===== src/rtl/dmem_pkg.sv =====
// Shared types and default sizing for the data-memory responder.
package dmem_pkg;

  localparam int unsigned XlenDefault  = 64;
  localparam int unsigned DepthDefault = 32;

  typedef enum logic [1:0] {
    StIdle,
    StWait,
    StResp
  } state_e;

endpackage


===== src/rtl/dmem_array.sv =====
// Word-addressed storage: synchronous write, combinational read, asynchronous clear.
module dmem_array #(
  parameter int unsigned XLEN  = 64,
  parameter int unsigned DEPTH = 32,
  localparam int unsigned AW   = $clog2(DEPTH)
) (
  input  logic            clk,
  input  logic            reset,
  input  logic            we,
  input  logic [AW-1:0]   addr,
  input  logic [XLEN-1:0] wdata,
  output logic [XLEN-1:0] rdata
);

  logic [XLEN-1:0] mem_q [DEPTH];

  always_ff @(posedge clk or posedge reset) begin
    if (reset) begin
      for (int i = 0; i < DEPTH; i++) begin
        mem_q[i] <= '0;
      end
    end else if (we) begin
      mem_q[addr] <= wdata;
    end
  end

  assign rdata = mem_q[addr];

endmodule


===== src/rtl/dmem_responder.sv =====
// Single-outstanding load/store responder with a fixed, parameterised response latency.
module dmem_responder
  import dmem_pkg::*;
#(
  parameter int unsigned XLEN    = XlenDefault,
  parameter int unsigned DEPTH   = DepthDefault,
  parameter int unsigned LATENCY = 2
) (
  input  logic            clk,
  input  logic            reset,
  input  logic            req_valid,
  output logic            req_ready,
  input  logic            req_we,
  input  logic [XLEN-1:0] req_addr,
  input  logic [XLEN-1:0] req_wdata,
  output logic            rsp_valid,
  input  logic            rsp_ready,
  output logic [XLEN-1:0] rsp_rdata,
  output logic            rsp_err
);

  localparam int unsigned    AW    = $clog2(DEPTH);
  localparam logic [XLEN-1:0] Limit = XLEN'(DEPTH * 8);

  state_e          state_q;
  logic [3:0]      cnt_q;
  logic [XLEN-1:0] rdata_q;
  logic            err_q;

  logic            accept;
  logic            addr_err;
  logic [AW-1:0]   idx;
  logic [XLEN-1:0] mem_rdata;

  assign req_ready = (state_q == StIdle) & ~reset;
  assign accept    = req_valid & req_ready;
  assign addr_err  = (req_addr[2:0] != 3'b000) | (req_addr >= Limit);
  assign idx       = req_addr[AW+2:3];

  // Faulting stores must never reach the array.
  dmem_array #(
    .XLEN  (XLEN),
    .DEPTH (DEPTH)
  ) u_array (
    .clk   (clk),
    .reset (reset),
    .we    (accept & req_we & ~addr_err),
    .addr  (idx),
    .wdata (req_wdata),
    .rdata (mem_rdata)
  );

  always_ff @(posedge clk or posedge reset) begin
    if (reset) begin
      state_q <= StIdle;
      cnt_q   <= 4'd0;
      rdata_q <= '0;
      err_q   <= 1'b0;
    end else begin
      unique case (state_q)
        StIdle: begin
          if (accept) begin
            rdata_q <= (req_we | addr_err) ? '0 : mem_rdata;
            err_q   <= addr_err;
            if (LATENCY == 1) begin
              state_q <= StResp;
            end else begin
              state_q <= StWait;
              cnt_q   <= 4'(LATENCY - 1);
            end
          end
        end
        StWait: begin
          cnt_q <= cnt_q - 4'd1;
          if (cnt_q == 4'd1) begin
            state_q <= StResp;
          end
        end
        StResp: begin
          if (rsp_ready) begin
            state_q <= StIdle;
          end
        end
        default: state_q <= StIdle;
      endcase
    end
  end

  assign rsp_valid = (state_q == StResp);
  assign rsp_rdata = rdata_q;
  assign rsp_err   = err_q;

endmodule


===== config.mk =====
export PLATFORM = sky130hd
export DESIGN_NAME = dmem_responder
export DESIGN_NICKNAME = d
export VERILOG_FILES = /design/src/rtl/dmem_pkg.sv /design/src/rtl/dmem_array.sv /design/src/rtl/dmem_responder.sv
export SDC_FILE = /design/constraint.sdc
export NUM_CORES = 2
export LEC_CHECK = 0
export BUFFER_PORTS_ARGS = -buffer_cell sky130_fd_sc_hd__buf_2
export CORE_UTILIZATION = 50
export CTS_CLUSTER_DIAMETER = 40
export DETAILED_ROUTE_END_ITERATION = 7
export PLACE_DENSITY = 0.75
export SLEW_MARGIN = 20
export SYNTH_ARGS = -nofsm -noshare
export SYNTH_HDL_FRONTEND = slang
export SYNTH_SLANG_ARGS = --single-unit

===== constraint.sdc =====
create_clock -name clk -period 92.7 [get_ports clk]
set_clock_uncertainty 0.2 [all_clocks]
set_input_delay 13.905 -clock clk [delete_from_list [all_inputs] [get_ports clk]]
set_output_delay 13.905 -clock clk [all_outputs]
set_load 0.02 [all_outputs]

==> out/qor.csv <==
metric,value,unit
outcome,finished clean,
Worst setup SP type,input port,
clock net sink count,2119,
category of the critical setup timing path,in -> out,
stage delay of the slowest cell on the critical path,0.33,ns
compound-gate portion of the synthesized area,4.40,%
Reg2Reg Launch Point,state_q[0],
setup TNS,0,ns
final worst-path cycle share,31.0,%
Power Internal,1.64,mW
Hold Buf Count CTS,0,
proportion of synthesized chip area in sequential cells,55.6,%
die boundary height,439,um
Area Growth Syn to Fin,13.4,%
data required time at the worst endpoint,78.60,ns
area share of xor/xnor cells in the synthesized design,0.00919,%
source of the worst hold timing path,rsp_rdata[54],
number of enable flip-flop cells after synthesis,0,
path length in cells of the critical path,3,
TritonCTS clock tree,built,
max-cap viol count,0,
HPWL after detailed placement,134000,um
netlist area before placement,95300,um2
count of different cell masters after synthesis,36,
count of boundary I/O pins,200,
final design area excluding fillers,108000,um2
post-synth net total,6926,
insertion delay of the later-clocked pin in the worst-skew pair,0.92,ns
combinational family with the most area after synthesis,multiplexers,
depth of the worst register-to-register path,7,
top cell type's share of synthesized area,55.6,%
gr usage total,28.2,%
PwrDens,19.7,nW/um2
post-synthesis mux area share,35.0,%
Top delay family on crit path,buffers and inverters,
mean area per synthesized cell,14.0,um2
prevailing post-synth register cell,dfrtp_1,
final routed DRC violation total,0,
Placer Congestion,0.771,
area post-placement,98300,um2
cell with the largest stage delay on the worst path,nor3_1,
synth warn,0,
H-Tree Depth,5,
share of cells above drive strength 1,41.7,%
critical-path cell list,"buf_2, nor3_1, buf_2",
number of pins exceeding their max-slew limit in the final report,0,
adder-cell share of the synthesized area,0.0263,%
root buf cell,clkbuf_16,
sequential share of power,43.6,%
Crit path top cell by count,buf_2,
#FFs+latches synth,2119,
Routed WL per cell,28.9,um
worst-path maximum fanout,3,
maximum number of pins on one net before global-route repair,193,
Antenna Violating Nets Remaining,0,
worst hold stages,2,
global-route wire length before repair,404000,um
number of setup violations in the final report,0,
# rows,159,
part of the total power dissipated in the clock network,51.9,%
violation count after the first detailed-route iteration,5387,
R2R Setup Slk,88.02,ns
simple-gate area share of the yosys netlist,2.37,%
net switching power of the design,0.492,mW
tightest slew margin relative to the limit,18.6,%
starting density of the core,50.5,%
cell type with the highest aggregate area in the netlist,dfrtp_1,
max frequency,34.8,MHz
port bufs,199,
synthesized instance count,6791,
asr flop ratio synth,100,%
critical path capture point type,output port,
combinational fraction of design power,4.6,%
number of iterations in the first detailed-routing pass,5,
total via count in the routed design,59500,
via count of the first global-routing pass,60900,
total number of nets in the final design,6906,
final worst path period need,28.73,ns
total CTS buffers,295,
largest voltage drop on the vdd net,0.0000189,V
Hold Path End,rsp_rdata[54],
worst slew pin tran,1.22,ns
total congestion overflow after global routing,0,
via density per instance,6.27,
RSZ-0062 raised after global routing,no,
die outline width,439,um
Max Root-Sink Buffers,4,
Post-CTS Setup Bufs,0,
die area,192000,um2
Critical Path Source,reset,
overall routed net length,274000,um
critical register-to-register path endpoint,u_array.mem_q[1910],
worst hold path class,reg -> reg,
data arrival time of the critical path,14.63,ns
clock slew at reported path FFs,0.05,ns
# resized after CTS,0,
final hold violation count,0,
combined buffer and inverter count along the critical path,2,
antenna violations before repair,26,
switching fraction of total power,23.1,%
top area cells in the synthesized netlist,"dfrtp_1, mux2_2, mux2i_1",
total leakage power,55.5,nW
area inside the core boundary,189000,um2
[power groups by stage]
stage / clock [mW] / combinational (mW) / sequential, mW
finish: 1.10 / 0.0969 / 0.928
global route: 1.16 / 0.105 / 0.928
CTS: 1.12 / 0.0967 / 0.928
detailed placement: 0 / 0.0965 / 0.945
global placement: 0 / 0.0950 / 0.945
floorplan: 0 / 0.0637 / 0.948
[worst min-delay path, delay by kind of cell (launching register included)]
kind | cells | cell delay, ns
AO/OA/AOI/OAI | 1 | 0.06
AND/OR/NAND/NOR | 1 | 0.04
flip-flops | 1 | 0.33
[cells in the final DEF, fill, tap and decap left out, types with 6 or more instances in the layout]
master | synthesis | layout
dfrtp_1 | 2119 | 2119
nand4_1 | 134 | 134
mux2_1 | 56 | 56
a22oi_1 | 512 | 512
mux2_2 | 2008 | 2008
buf_4 | 1 | 107
nand2_1 | 84 | 70
mux2i_1 | 1008 | 1008
or2_2 | 64 | 64
nor4_1 | 16 | 15
clkinvlp_4 | 0 | 25
clkbuf_16 | 0 | 300
clkinv_2 | 0 | 37
o21ai_0 | 68 | 68
inv_8 | 0 | 8
bufinv_16 | 0 | 24
diode_2 | 0 | 10
nand2_4 | 0 | 14
clkinv_4 | 0 | 11
clkbuf_8 | 0 | 25
buf_12 | 0 | 7
nor2_1 | 18 | 18
clkbuf_1 | 455 | 38
nand3_4 | 0 | 12
inv_6 | 0 | 33
buf_2 | 35 | 198
nor4bb_4 | 0 | 6
[cells in the mapped netlist (all sizes together), types with 4 or more instances]
master / n
o21ai: 68
nor4bb: 6
nor4: 17
mux2i: 1008
dfrtp: 2119
nand2: 84
inv: 4
buf: 183
nand3: 17
nor2: 18
and4b: 4
or2: 64
nor3: 4
nand4: 139
a22oi: 512
clkbuf: 455
nor4b: 5
nor2b: 4
mux2: 2064
[sequential cells by signal, summed over array words and instances (netlist names)]
register and count:
state_q 2, cnt_q 4, u_array.mem_q 2048, rsp_rdata 64, rsp_err 1
[cell type report]
cell class / instances / area, um2
diodes: 10 / 25.0
clock buffers: 363 / 7990
clock inverters: 139 / 1590
fillers: 14700 / 80500
inverters: 5 / 26.3
multi-input cells: 4029 / 40200
flip-flops and latches: 2119 / 53000
well taps: 2495 / 3120
repair buffers: 321 / 2100
[per-layer routing]
metal | up-vias | routed length [um] | GRT usage [%]
li1 | 25000 | - | -
met1 | 31900 | 115000 | 37.9
met2 | 1979 | 133000 | 46.4
met3 | 639 | 15500 | 4.21
met4 | 8 | 9900 | 10.5
met5 | - | 48 | 0
[how the worst max path moves through the flow]
stage                           end  slack [ns]
final                     req_ready       63.97
after CTS                 req_ready       63.96
after detailed placement  req_ready       63.97
after floorplan            cnt_q[0]       18.73
after global placement    req_ready       63.86
after global routing      req_ready       63.90
[metrics by stage]
stage / hold WS, ns / util (%) / power (mW) / instances / worst slack (ns)
3_5_place_dp: 0.265 / 52.1 / 1.04 / 8965 / 63.97
2_1_floorplan: 0.258 / - / 1.01 / 6791 / 18.73
5_1_grt: 0.292 / 57.3 / 2.19 / 9475 / 63.90
3_3_place_gp: 0.263 / 52.1 / 1.04 / 8965 / 63.86
4_1_cts: 0.277 / 57.2 / 2.14 / 9467 / 63.96
6_report: 0.270 / 57.3 / 2.13 / 9481 / 63.97
[kinds of logic (layout without fill, tap and decap cells)]
| family | Yosys count | after routing |
|---|---|---|
| compound gates | 582 | 582 |
| xor+xnor | 1 | 1 |
| fa+ha+maj | 2 | 2 |
| buf+inv | 643 | 828 |
| flops | 2119 | 2119 |
| mux | 3072 | 3072 |
| other cells | 0 | 10 |
| simple gates | 372 | 372 |
Power figures use the tool's default switching activity.
